File: config.mk
export PLATFORM = sky130hd
export DESIGN_NAME = ad_capture_ctrl
export DESIGN_NICKNAME = d
export VERILOG_FILES = /design/src/rtl/ad_cap_pkg.sv /design/src/rtl/ad_trig_detect.sv /design/src/rtl/ad_capture_ctrl.sv
export SDC_FILE = /design/constraint.sdc
export NUM_CORES = 1
export LEC_CHECK = 0
export CORE_ASPECT_RATIO = 0.8
export CORE_MARGIN = 2
export CORE_UTILIZATION = 54
export CTS_BUF_LIST = sky130_fd_sc_hd__clkbuf_4
export CTS_CLUSTER_DIAMETER = 200
export CTS_CLUSTER_SIZE = 8
export DETAILED_ROUTE_END_ITERATION = 7
export PLACE_DENSITY = 0.93
export SLEW_MARGIN = 25
export SYNTH_ARGS = -nofsm -noshare
export SYNTH_HDL_FRONTEND = slang
export SYNTH_SLANG_ARGS = --single-unit
File: constraint.sdc
create_clock -name clk -period 4.9 [get_ports clk]
set_clock_uncertainty 0.2 [all_clocks]
set_input_delay 1.47 -clock clk [delete_from_list [all_inputs] [get_ports clk]]
set_output_delay 1.47 -clock clk [all_outputs]
set_load 0.02 [all_outputs]
File: src/rtl/ad_cap_pkg.sv
// rtl/ad_cap_pkg.sv - shared state and channel-select encodings for the ADC capture controller
package ad_cap_pkg;

  typedef enum logic [2:0] {
    ST_IDLE      = 3'd0,
    ST_PRE       = 3'd1,
    ST_WAIT_TRIG = 3'd2,
    ST_POST      = 3'd3,
    ST_DONE      = 3'd4
  } cap_state_t;

  typedef enum logic [1:0] {
    CH_SEL_CH1  = 2'd0,
    CH_SEL_CH2  = 2'd1,
    CH_SEL_ILV  = 2'd2,
    CH_SEL_RSVD = 2'd3
  } ch_sel_t;

endpackage

File: src/rtl/ad_trig_detect.sv
// rtl/ad_trig_detect.sv - threshold crossing detector on consecutive trigger-channel samples
module ad_trig_detect #(
  parameter int DATA_W = 12
) (
  input  logic              clk,
  input  logic              rst_n,
  input  logic              clear,
  input  logic              sample_valid,
  input  logic [DATA_W-1:0] sample,
  input  logic [DATA_W-1:0] level,
  input  logic              rise,
  output logic              hit
);

  logic [DATA_W-1:0] prev_sample;
  logic              prev_valid;

  // Remember the last trigger-channel sample; clear forgets it so the first sample after arm cannot fire.
  always_ff @(posedge clk or negedge rst_n) begin
    if (!rst_n) begin
      prev_sample <= '0;
      prev_valid  <= 1'b0;
    end else if (clear) begin
      prev_valid  <= 1'b0;
    end else if (sample_valid) begin
      prev_sample <= sample;
      prev_valid  <= 1'b1;
    end
  end

  // Unsigned crossing test between the stored and the current sample.
  always_comb begin
    hit = 1'b0;
    if (sample_valid && prev_valid) begin
      if (rise) hit = (prev_sample < level) && (sample >= level);
      else      hit = (prev_sample > level) && (sample <= level);
    end
  end

endmodule

File: src/rtl/ad_capture_ctrl.sv
// rtl/ad_capture_ctrl.sv - pre/post trigger ADC capture into a circular RAM; FORCE_TRIG_EN adds force_trig
module ad_capture_ctrl
  import ad_cap_pkg::*;
#(
  parameter int DATA_W     = 12,
  parameter int ADDR_W     = 10,
  parameter int POST_DEPTH = 512
) (
  input  logic              clk,
  input  logic              rst_n,
  input  logic [DATA_W-1:0] ad_data_in_1,
  input  logic [DATA_W-1:0] ad_data_in_2,
  input  logic              ad_valid,
  input  logic              arm,
  input  logic              abort,
  input  logic [1:0]        ch_sel,
  input  logic [DATA_W-1:0] trig_level,
  input  logic              trig_rise,
`ifdef FORCE_TRIG_EN
  input  logic              force_trig,
`endif
  output logic              wr_en,
  output logic [ADDR_W-1:0] wr_addr,
  output logic [DATA_W:0]   wr_data,
  output logic              busy,
  output logic              done,
  output logic [ADDR_W-1:0] start_addr
);

  localparam int PRE_DEPTH = (1 << ADDR_W) - POST_DEPTH;
  localparam logic [ADDR_W-1:0] PRE_DEPTH_A = ADDR_W'(PRE_DEPTH);
  localparam logic [ADDR_W-1:0] PRE_LAST    = ADDR_W'(PRE_DEPTH - 1);
  // The triggering sample is the first POST write, so POST itself counts POST_DEPTH-1 more.
  localparam logic [ADDR_W-1:0] POST_LAST   = ADDR_W'((POST_DEPTH > 1) ? POST_DEPTH - 2 : 0);

  cap_state_t        state, state_nxt;
  ch_sel_t           cfg_ch;
  logic [DATA_W-1:0] cfg_level;
  logic              cfg_rise;
  logic [ADDR_W-1:0] ptr;
  logic [ADDR_W-1:0] cnt;
  logic              ilv_ch2;

  logic              capturing, take, arm_ok, sel_ch2, trig_sample_valid;
  logic              det_hit, trig_hit, trig_fire, phase_end;
  logic [DATA_W-1:0] cur_sample;

  assign capturing  = (state == ST_PRE) || (state == ST_WAIT_TRIG) || (state == ST_POST);
  assign take       = capturing && ad_valid && !abort;
  assign arm_ok     = arm && !abort && ((state == ST_IDLE) || (state == ST_DONE));
  assign sel_ch2    = (cfg_ch == CH_SEL_CH2) || ((cfg_ch == CH_SEL_ILV) && ilv_ch2);
  assign cur_sample = sel_ch2 ? ad_data_in_2 : ad_data_in_1;
  // In interleave mode only the ch1 half of the stream feeds the trigger.
  assign trig_sample_valid = take && !((cfg_ch == CH_SEL_ILV) && ilv_ch2);

  ad_trig_detect #(.DATA_W(DATA_W)) u_trig_detect (
    .clk          (clk),
    .rst_n        (rst_n),
    .clear        (arm_ok),
    .sample_valid (trig_sample_valid),
    .sample       (cur_sample),
    .level        (cfg_level),
    .rise         (cfg_rise),
    .hit          (det_hit)
  );

`ifdef FORCE_TRIG_EN
  assign trig_hit = det_hit || (force_trig && take);
`else
  assign trig_hit = det_hit;
`endif

  assign trig_fire = (state == ST_WAIT_TRIG) && trig_hit;
  assign phase_end = ((state == ST_PRE) && (cnt == PRE_LAST)) || trig_fire;

  // State register.
  always_ff @(posedge clk or negedge rst_n) begin
    if (!rst_n) state <= ST_IDLE;
    else        state <= state_nxt;
  end

  // Next-state and status outputs; abort overrides everything including arm.
  always_comb begin
    state_nxt = state;
    busy      = capturing;
    done      = (state == ST_DONE);
    if (abort) begin
      state_nxt = ST_IDLE;
    end else begin
      case (state)
        ST_IDLE, ST_DONE: if (arm) state_nxt = ST_PRE;
        ST_PRE:           if (take && (cnt == PRE_LAST)) state_nxt = ST_WAIT_TRIG;
        ST_WAIT_TRIG:     if (trig_fire) state_nxt = (POST_DEPTH > 1) ? ST_POST : ST_DONE;
        ST_POST:          if (take && (cnt == POST_LAST)) state_nxt = ST_DONE;
        default:          state_nxt = ST_IDLE;
      endcase
    end
  end

  // Capture datapath: config latch at arm, one-cycle registered RAM write, phase counter, start address.
  always_ff @(posedge clk or negedge rst_n) begin
    if (!rst_n) begin
      wr_en      <= 1'b0;
      wr_addr    <= '0;
      wr_data    <= '0;
      start_addr <= '0;
      cfg_ch     <= CH_SEL_CH1;
      cfg_level  <= '0;
      cfg_rise   <= 1'b0;
      ptr        <= '0;
      cnt        <= '0;
      ilv_ch2    <= 1'b0;
    end else begin
      wr_en <= take;
      if (arm_ok) begin
        cfg_ch    <= (ch_sel == CH_SEL_RSVD) ? CH_SEL_CH1 : ch_sel_t'(ch_sel);
        cfg_level <= trig_level;
        cfg_rise  <= trig_rise;
        ptr       <= '0;
        wr_addr   <= '0;
        cnt       <= '0;
        ilv_ch2   <= 1'b0;
      end else if (take) begin
        wr_addr <= ptr;
        wr_data <= {sel_ch2, cur_sample};
        ptr     <= ptr + 1'b1;
        ilv_ch2 <= (cfg_ch == CH_SEL_ILV) && !ilv_ch2;
        cnt     <= phase_end ? '0 : cnt + 1'b1;
        // Oldest retained sample sits PRE_DEPTH slots behind the trigger in the ring.
        if (trig_fire) start_addr <= ptr - PRE_DEPTH_A;
      end
    end
  end

endmodule

# Word-level counts from Yosys, hierarchy flattened
# Cells that the tools add are included.
# Widths: inputs -> output; s select.
dict set report classes {
  muxes 21
  n_reduce_logical 30
  n_eq_ne 13
  n_lt_le_gt_ge 4
  n_bitwise 1
  addsub 3
}
# operator n
set op_table {}
lappend op_table {{$mux 10} 7}
lappend op_table {{$add 10x1->10 const B} 2}
lappend op_table {{$eq 10x9->1 const B} 2}
lappend op_table {{$mux 3} 5}
lappend op_table {{$logic_and 1x1->1} 14}
lappend op_table {{$ge 12x12->1} 1}
lappend op_table {{$gt 12x12->1} 1}
lappend op_table {{$le 12x12->1} 1}
lappend op_table {{$lt 12x12->1} 1}
lappend op_table {{$mux 12} 1}
lappend op_table {{$pmux 3 s4} 1}
lappend op_table {{$sub 10x10->10 const B} 1}
lappend op_table {{$eq 3x2->1 const B} 2}
lappend op_table {{$mux 1} 6}
lappend op_table {{$ne 3x2->1 const B} 2}
lappend op_table {{$ne 3x3->1 const B} 2}
lappend op_table {{$logic_or 1x1->1} 5}
lappend op_table {{$eq 2x2->1 const B} 2}
lappend op_table {{$reduce_and 2->1} 2}
lappend op_table {{$reduce_and 4->1} 1}
lappend op_table {{$reduce_bool 2->1} 2}
lappend op_table {{$eq 3x1->1 const B} 1}
lappend op_table {{$eq 3x3->1 const B} 1}
lappend op_table {{$logic_not 1->1} 3}
lappend op_table {{other kinds (6)} 6}
dict set report totals {
  in_bits 44
  ff_bits 86
  output_inout_bits 36
  elab_cells 85
}

# Logic depth before layout (Yosys ltp)
dict set report depth {
  ltp_word 13
  mapped_depth 15
  ltp_nobuf 12
}

# Cells and area by module
# From an unflattened synthesis, not the netlist that was laid out.
dict set report unflattened {
  hier_cells 454
  area_unflattened_um2 4528.1
}
# module cells_per_inst area_each_um2 seq_area_each_um2 instances
set by_module_without_submodules {}
lappend by_module_without_submodules {ad_capture_ctrl 339 3408.3 1826.8 1}
lappend by_module_without_submodules {ad_trig_detect 115 1119.8 325.3 1}

# Least setup slack after synthesis
# OpenSTA, ideal clock, no wires.
dict set report synth_timing {
  path_type {input to register}
  start {input ad_data_in_2[11]}
  end {register start_addr[1]}
  n_path_buf 1
  setup_time_ns 0.125
  arrival_time_ns 3.528
  path_slack_ns 1.047
  required_time_ns 4.575
  stages 10
  cell_sequence {mux2i_1 > inv_1 > ha_1 > and4_1 > nand3_1 > or2_2 > nor4b_1 > o32a_1 > buf_6 > mux2_4}
}
dict set report synth_between {
  elab_chain_cells 7
  elab_cells_between_ends 9
  cone_classes {2 x order compare; 3 x mux; 4 x reduce/logical}
}
# element line_no
set synth_rtl {}
lappend synth_rtl {{start: declaration} ad_capture_ctrl.sv:12} ;# input logic [DATA_W-1:0] ad_data_in_2,
lappend synth_rtl {{$mux 12 (*)} ad_capture_ctrl.sv:52} ;# assign cur_sample = sel_ch2 ? ad_data_in_2 : ad_data_in_1;
lappend synth_rtl {{via cur_sample[11]} ad_capture_ctrl.sv:46} ;# logic [DATA_W-1:0] cur_sample;
lappend synth_rtl {{$le 12x12->1 / $ge 12x12->1 (equally long branches)} {ad_trig_detect.sv:36, ad_trig_detect.sv:35}}
lappend synth_rtl {{$logic_and 1x1->1, on equally long branches} {ad_trig_detect.sv:36, ad_trig_detect.sv:35}}
lappend synth_rtl {{$mux 1 (*)} ad_trig_detect.sv:35} ;# if (rise) hit = (prev_sample < level) && (sample >= level);
lappend synth_rtl {{$mux 1 (*)} ad_trig_detect.sv:34} ;# if (sample_valid && prev_valid) begin
lappend synth_rtl {{$logic_and 1x1->1 (*)} ad_capture_ctrl.sv:73} ;# assign trig_fire = (state == ST_WAIT_TRIG) && trig_hit;
lappend synth_rtl {{$reduce_and 3->1 (no source line) (*)} --}
lappend synth_rtl {{end signal: assignment} ad_capture_ctrl.sv:130} ;# if (trig_fire) start_addr <= ptr - PRE_DEPTH_A;
lappend synth_rtl {{end: declaration} ad_capture_ctrl.sv:27} ;# output logic [ADDR_W-1:0] start_addr
# Mark *: on every way through the listed nets, which the timed path passes. The rest lies on a longest branch.
# A chain may end at the register's enable or synchronous reset.

# Worst setup path in the final report
dict set report layout_timing {
  start {register cfg_ch[0]}
  end {register cnt[7]}
}
dict set report layout_between {
  elab_chain_cells 13
  elab_cells_between_ends 19
  cone_classes {2 x order compare; 2 x eq/ne; 6 x mux; 9 x reduce/logical}
}
# element line_no
set layout_rtl {}
lappend layout_rtl {{start: declaration} ad_capture_ctrl.sv:37} ;# ch_sel_t cfg_ch;
lappend layout_rtl {{start signal: assignment} ad_capture_ctrl.sv:116} ;# cfg_ch <= (ch_sel == CH_SEL_RSVD) ? CH_SEL_CH1 : ch_sel_t'(ch_sel);
lappend layout_rtl {{$eq 2x2->1} ad_capture_ctrl.sv:51} ;# assign sel_ch2 = (cfg_ch == CH_SEL_CH2) || ((cfg_ch == CH_SEL_ILV) && ilv_ch2);
lappend layout_rtl {{$logic_and 1x1->1} ad_capture_ctrl.sv:51}
lappend layout_rtl {{$logic_or 1x1->1 (*)} ad_capture_ctrl.sv:51}
lappend layout_rtl {{$mux 12 (*)} ad_capture_ctrl.sv:52}
lappend layout_rtl {{via cur_sample[8]} ad_capture_ctrl.sv:46}
lappend layout_rtl {{$le 12x12->1 / $ge 12x12->1 (equally long branches)} {ad_trig_detect.sv:36, ad_trig_detect.sv:35}}
lappend layout_rtl {{$logic_and 1x1->1, on equally long branches} {ad_trig_detect.sv:36, ad_trig_detect.sv:35}}
lappend layout_rtl {{$mux 1 (*)} ad_trig_detect.sv:35}
lappend layout_rtl {{$mux 1 (*)} ad_trig_detect.sv:34}
lappend layout_rtl {{$logic_and 1x1->1 (*)} ad_capture_ctrl.sv:73}
lappend layout_rtl {{$logic_or 1x1->1 (*)} ad_capture_ctrl.sv:74} ;# assign phase_end = ((state == ST_PRE) && (cnt == PRE_LAST)) || trig_fire;
lappend layout_rtl {{$mux 10 (*)} ad_capture_ctrl.sv:128} ;# cnt <= phase_end ? '0 : cnt + 1'b1;
lappend layout_rtl {{$mux 10 (*)} ad_capture_ctrl.sv:123} ;# end else if (take) begin
lappend layout_rtl {{$mux 10 (*)} ad_capture_ctrl.sv:115} ;# if (arm_ok) begin
lappend layout_rtl {{end signal: assignment} ad_capture_ctrl.sv:128}
lappend layout_rtl {{end: declaration} ad_capture_ctrl.sv:41} ;# logic [ADDR_W-1:0] cnt;
# Mark *: on every way through the listed nets, which the timed path passes. The rest lies on a longest branch. The select of a mux whose other input is x is not followed.

==> flow_metrics.py <==
metrics = {
    "setup_path": {
        "source_of_the_worst_register_to_register_timing_path": "cfg_ch[0]",
        "highest_delay_cell_along_the_critical_path": "sky130_fd_sc_hd__a21o_1",
        "critical_path_required_ns": 5.03,
        "critPathLaunchType": "flop",
        "setup.worst_path.class": "flop to flop",
        "reg2reg_to": "cnt[7]",
        "reg2reg_setup_slack_ns": 0.71,
        "timing.critical_path.cells": "and3b_1 -> a21o_1 -> mux2i_1 -> inv_1 -> ha_1 -> and4_1 -> nand3_1 -> or2_2 -> nor4b_1 -> o32a_1 -> buf_4 -> nand2_1 -> o311ai_1",
        "r2r_cells": 13,
        "crit_path_end_kind": "flop",
        "max_stage_delay_ns": 0.59,
        "timing.critical_path.fanout_max": 15,
        "timing.critical_path.arrival_ns": 4.33,
    },
    "sta": {
        "finalCritPeriodShare": 0.856,
        "clock.fmax_ghz": 0.238,
        "slew_headroom": 0.448,
        "period_minus_ws_final_ns": 4.19,
        "fin_tns_setup_ns": 0,
        "rsz_0062_raised_after_global_routing": "false",
        "hold_violations": 0,
        "report.final.setup_viol": 0,
        "timing.final.max_slew_violations": 0,
        "worst_slew_pin_slew_ns": 0.824,
    },
    "floorplanning": {
        "core_area_sq_um": 7870,
        "initial_core_util": 0.551,
        "floorplan.die.height_um": 84.2,
        "chipWidth_um": 104,
        "rows": 29,
        "num_io_pins": 80,
        "floorplan.die_area_sq_um": 8770,
    },
    "yosys": {
        "synth_top_area_cell": "sky130_fd_sc_hd__dfrtp_1",
        "syn_inst": 452,
        "synth_top_cell_area_share": 0.496,
        "mappedNetlistArea_sq_um": 4340,
        "ys_async_sr_fraction": 1.00,
        "ys_ff_latch": 86,
        "yosysWarningCount": 0,
        "synth_flop_cell": "sky130_fd_sc_hd__dfrtp_1",
        "seq_area_frac_synth": 0.496,
        "syn_area_per_cell_sq_um": 9.59,
        "synth_area_leaders": "sky130_fd_sc_hd__dfrtp_1 50%, sky130_fd_sc_hd__ha_1 7.8%, sky130_fd_sc_hd__nand2_1 6.7%, sky130_fd_sc_hd__o21ai_0 3.7%, sky130_fd_sc_hd__mux2i_1 3.2%",
        "mappedNetlistNets": 523,
        "synth_edf_count": 0,
        "netlist-cell-type-count": 46,
    },
    "worst_hold_path": {
        "hp-class": "flop to flop",
        "min_to": "wr_data[12]",
        "hold_start": "wr_data[12]",
        "holdPathStages": 2,
    },
    "finish": {
        "proportion_of_layout_cells_with_a_drive_suffix_above_1": 0.0655,
        "layout.cells.most_common_list": "86 x sky130_fd_sc_hd__dfrtp_1, 78 x sky130_fd_sc_hd__clkdlybuf4s50_1, 77 x sky130_fd_sc_hd__nand2_1",
        "diodes": 0,
        "final_area_sq_um": 5390,
        "layout_commonest_cell": "sky130_fd_sc_hd__dfrtp_1",
        "finish.net_count": 600,
        "area.growth.synth_to_final_pct": 24.4,
        "num-fill-cells": 589,
    },
    "grt": {
        "global_route.overflow_total": 0,
        "first_global_vias": 3630,
        "grt_pass1_wl_um": 17400,
        "track_usage": 0.251,
        "grt_max_degree": 87,
        "grt_antenna_before_repair": 0,
    },
    "clock_network": {
        "clk_transition_reported_paths_ns": 0.15,
        "clkLatencyLatePin_ns": 0.46,
        "clockRootBuffer": "sky130_fd_sc_hd__clkbuf_4",
        "tritoncts.num_buffers": 9,
        "cts.hold.buffers_added": 0,
        "h-tree-depth": 3,
        "cts.repair_timing.setup_buffer_count": 0,
        "cts-root-to-sink-buffers": 2,
        "cts_repair_resize_count": 0,
        "tritoncts": "yes",
        "tritoncts_num_sinks": 86,
    },
    "power": {
        "power-per-cell-area_nw_per_um2": 344,
        "vdd.ir_drop.worst_v": 0.000177,
        "static-leakage-power_nw": 2.54,
        "fin_total_pwr_w": 0.00186,
    },
    "drt": {
        "drt-wirelength-per-cell_um": 16.4,
        "drcViolationCount": 0,
        "wl_um": 10500,
        "initialDrtViolationCount": 315,
        "final_antenna_net_count": 0,
        "count_of_vias_placed_by_the_detailed_router": 3656,
        "first_pass_iters": 4,
        "avgViaCountPerCell": 5.69,
    },
    "placed_design": {
        "place.port_buffers": 79,
        "detailed_place.area_sq_um": 5240,
        "finalWeightedCongestion": 0.893,
        "post-dp-hpwl_um": 7540,
    },
    "status": {
        "run_status": "finished clean",
    },
    "job": {
        "maxCapViolations": 0,
    },
}
[report_power, final]
| part | internal (W) | total, W | switching, W |
|---|---|---|---|
| Combinational | 0.000241 | 0.000537 | 0.000296 |
| Clock | 0.000168 | 0.000444 | 0.000276 |
| Sequential | 0.000809 | 0.000875 | 0.0000656 |
| Total | 0.00122 | 0.00186 | 0.000638 |
[synthesized netlist by cell type (all sizes together) (3+ instances only)]
cell type	instances
mux2	9
nand4	9
nand2	77
mux2i	14
and3	7
nor3	3
nand3	26
nor2	31
a21oi	24
clkbuf	15
inv	30
xor2	7
or2	3
a31oi	7
nand3b	4
a21o	4
ha	27
dfrtp	86
o21ai	35
nor2b	3
buf	5
[sequential cells by signal, indices dropped and copies added, names as in the netlist, 2 cells and up]
name / cells
wr_addr: 10
cfg_ch: 2
u_trig_detect.prev_sample: 12
state: 3
ptr: 10
cnt: 10
wr_data: 13
cfg_level: 12
start_addr: 10
[per-layer routing]
| metal | up-vias | track usage | part of all wire |
|---|---|---|---|
| met5 | - | 0 | 0 |
| met4 | 0 | 0.0762 | 0.019 |
| met3 | 23 | 0.0675 | 0.065 |
| met2 | 150 | 0.429 | 0.49 |
| met1 | 1773 | 0.315 | 0.42 |
| li1 | 1710 | - | - |
[per-stage QoR]
stage / utilization / setup WS [ns] / hold WS, ns / instances
5_1_grt: 0.685 / 0.491 / 0.314 / 642
4_1_cts: 0.685 / 0.719 / 0.300 / 642
3_3_place_gp: 0.665 / 0.483 / 0.260 / 626
3_5_place_dp: 0.665 / 0.323 / 0.265 / 626
6_report: 0.685 / 0.705 / 0.296 / 642
2_1_floorplan: - / 1.05 / 0.247 / 452
[how the worst max path moves through the flow]
stage	start	end	slack, ns	cells after the start
finish	cfg_ch[0]	cnt[7]	0.71	13
global route	cfg_ch[0]	cnt[7]	0.49	13
CTS	cfg_ch[0]	cnt[7]	0.72	13
detailed placement	ad_data_in_2[8]	cnt[7]	0.32	12
global placement	ad_data_in_2[11]	cnt[7]	0.48	12
floorplan	ad_data_in_2[11]	start_addr[1]	1.05	10
[cells by family after synthesis]
logic type,Yosys count,synth area share
xor+xnor,9,0.0182
flops,86,0.496
mux,23,0.0626
simple gates,173,0.188
compound gates,84,0.111
fa+ha+maj,27,0.0779
buf+inv,50,0.0459
[layout make-up]
cell class	instances	area, sq um	area share
clock buffers	9	67.6	0.0125
clock inverters	7	87.6	0.0162
inverters	30	113	0.0209
multi-input cells	316	1990	0.370
flip-flops and latches	86	2150	0.399
well taps	108	135	0.0251
repair buffers	86	845	0.157
[worst max-delay path: cells and delay by family, from the launching register on]
family | cells | cell delay, ns
AO/OA/AOI/OAI | 3 | 1.09
adder cells (fa/ha/maj) | 1 | 0.30
AND/OR/NAND/NOR | 6 | 1.28
flip-flops | 1 | 0.43
buffers and inverters | 2 | 0.32
multiplexers | 1 | 0.45
(Power assumes the default switching activity.)
==> RTL edit (config.mk and constraints unchanged) <==
Put one more register stage on the output `wr_addr`, cleared by the reset. The value now appears one clock later. The other outputs are not delayed to match.
--- a/src/rtl/ad_capture_ctrl.sv
+++ b/src/rtl/ad_capture_ctrl.sv
@@ -32,6 +32,8 @@
   localparam logic [ADDR_W-1:0] PRE_LAST    = ADDR_W'(PRE_DEPTH - 1);
   // The triggering sample is the first POST write, so POST itself counts POST_DEPTH-1 more.
   localparam logic [ADDR_W-1:0] POST_LAST   = ADDR_W'((POST_DEPTH > 1) ? POST_DEPTH - 2 : 0);
+
+  logic [ADDR_W-1:0] wr_addr_s0;
 
   cap_state_t        state, state_nxt;
   ch_sel_t           cfg_ch;
@@ -101,7 +103,7 @@
   always_ff @(posedge clk or negedge rst_n) begin
     if (!rst_n) begin
       wr_en      <= 1'b0;
-      wr_addr    <= '0;
+      wr_addr_s0 <= '0;
       wr_data    <= '0;
       start_addr <= '0;
       cfg_ch     <= CH_SEL_CH1;
@@ -117,11 +119,11 @@
         cfg_level <= trig_level;
         cfg_rise  <= trig_rise;
         ptr       <= '0;
-        wr_addr   <= '0;
+        wr_addr_s0 <= '0;
         cnt       <= '0;
         ilv_ch2   <= 1'b0;
       end else if (take) begin
-        wr_addr <= ptr;
+        wr_addr_s0 <= ptr;
         wr_data <= {sel_ch2, cur_sample};
         ptr     <= ptr + 1'b1;
         ilv_ch2 <= (cfg_ch == CH_SEL_ILV) && !ilv_ch2;
@@ -132,5 +134,13 @@
     end
   end
 
+  always_ff @(posedge clk or negedge rst_n) begin
+    if (!rst_n) begin
+      wr_addr <= '0;
+    end else begin
+      wr_addr <= wr_addr_s0;
+    end
+  end
+
 endmodule
 
Formal check against the unedited RTL: not equivalent (Yosys sat finds a counterexample within 4 cycles, from zero or initial values and one cycle with rst_n low).
==> RTL edit against the unedited design <==
  * Synthesized area increased by 5.5%
  * Critical endpoint unchanged
  * Core utilization increased by 1.5 points
  * Cell area increased by 5.0%
  * Total power increased by 0.43%
  * Synthesized cell count increased by 2.2%
  * Worst setup slack got worse by 0.17 ns
  * Clock power increased by 6.8%
  * Sequential cell count increased by 10
  * Combinational power decreased by 14%
  * Wire length increased by 1.5%
  * Highest routed layer unchanged
  * First-iteration DRC count decreased by 30%
==> RTL edit: results (changes against the unedited design) <==
Vias 3769 (was 3656); peak supply drop 0.000184 V (was 0.000177 V); 1st-pass router iterations 5 (was 4); Synth top cells by count 96 x dfrtp_1, 88 x nand2_1, 45 x o21ai_0, 31 x inv_1, 27 x ha_1 (was 86 x dfrtp_1, 77 x nand2_1, 32 x o21ai_0, 31 x nor2_1, 30 x inv_1); LEAKAGE 2.66 nW (was 2.54 nW); Avg Vias per Cell 5.75 (was 5.69); Area contributors post-synth dfrtp_1 53%, ha_1 7.4%, nand2_1 7.2% (was dfrtp_1 50%, ha_1 7.8%, nand2_1 6.7%); share of post-route cells with drive strength above 1 0.0785 (was 0.0655); routed length per instance 16.3 um (was 16.4 um); GRT Resource Usage Total 0.249 (was 0.251); sequential fraction of the synthesis area 0.525 (was 0.496); switching share of power 0.329 (was 0.344); crit-path max FO 13 (was 15); Clk Latency, worst-skew pair 0.48 ns (was 0.46 ns); post-place setup slack 0.209 ns (was 0.323 ns); largest net degree at the start of global routing 79 (was 87); GPL Wtd Cong 0.877 (was 0.893); Worst-Margin Slew 0.699 ns (was 0.824 ns); Fillers 558 (was 589); placed inst area 0.00549 mm2 (was 0.00524 mm2); Syn Inst Count 462 (was 452); status finished clean (unchanged); Syn Nets 533 (was 523); fin nets 614 (was 600); Synth cell types 47 (was 46); cell count of the worst hold path 0 (was 2)
-- RTL edit: cell count changes in the layout (fill, tap and decap cells not counted), moves of 3 or more --
cell / before / now
nor2_1: 31 / 13
o21ai_0: 32 / 45
nand2_1: 77 / 88
dfrtp_1: 86 / 96
a31oi_1: 7 / 3
nor3_1: 2 / 6
a21oi_1: 24 / 21
xor2_1: 7 / 4
-- RTL edit: power by group through the flow --
stage	Sequential (mW)	Clock, mW	Combinational [mW]
2_1_floorplan	0.962	0	0.231
3_3_place_gp	0.935	0	0.425
3_5_place_dp	0.942	0	0.451
4_1_cts	0.927	0.480	0.461
5_1_grt	0.937	0.518	0.512
6_report	0.927	0.474	0.462
-- RTL edit: routing by layer --
| layer | track usage | up-vias | wire length (um) |
|---|---|---|---|
| met5 | 0 | - | 0 |
| met4 | 0.0850 | 0 | 156 |
| met3 | 0.0602 | 17 | 730 |
| met2 | 0.407 | 151 | 5320 |
| met1 | 0.330 | 1836 | 4490 |
| li1 | - | 1765 | - |
-- RTL edit: final cells by class --
type	instances	area [um2]	share of cell area
clock buffers	9	67.6	0.0119
clock inverters	7	100	0.0177
inverters	32	120	0.0212
multi-input cells	317	1990	0.351
flip-flops and latches	96	2400	0.424
well taps	108	135	0.0239
repair buffers	87	852	0.150
-- RTL edit: logic make-up (layout without fill, tap and decap cells) --
group,after synthesis,in the layout,synth area share
fa+ha+maj,27,27,0.0739
buf+inv,49,135,0.0421
simple gates,170,170,0.174
xor+xnor,6,6,0.0115
flops,96,96,0.525
compound gates,92,92,0.116
mux,22,22,0.0572
-- RTL edit: worst max-delay path, stage by stage --
cell	delay (ns)
clkdlybuf4s50_1	0.39
mux2i_1	0.24
inv_1	0.07
ha_1	0.30
a21o_1	0.19
a21oi_1	0.13
a21boi_0	0.16
nor4b_1	0.44
o32a_2	0.49
nand2_1	0.26
o311ai_0	0.38
-- RTL edit: path summary, 6_finish.rpt --
path	startpoint	endpoint	slack [ns]
min in group asynchronous	rst_n	wr_data[2]	0.79
setup reg to reg	cfg_ch[0]	cnt[7]	0.89
hold reg to reg	wr_addr_s0[5]	wr_addr[5]	0.20
setup / recovery	ad_data_in_2[6]	cnt[7]	0.54
hold / removal	wr_addr_s0[5]	wr_addr[5]	0.20
max in group asynchronous	rst_n	u_trig_detect.prev_sample[8]	2.97
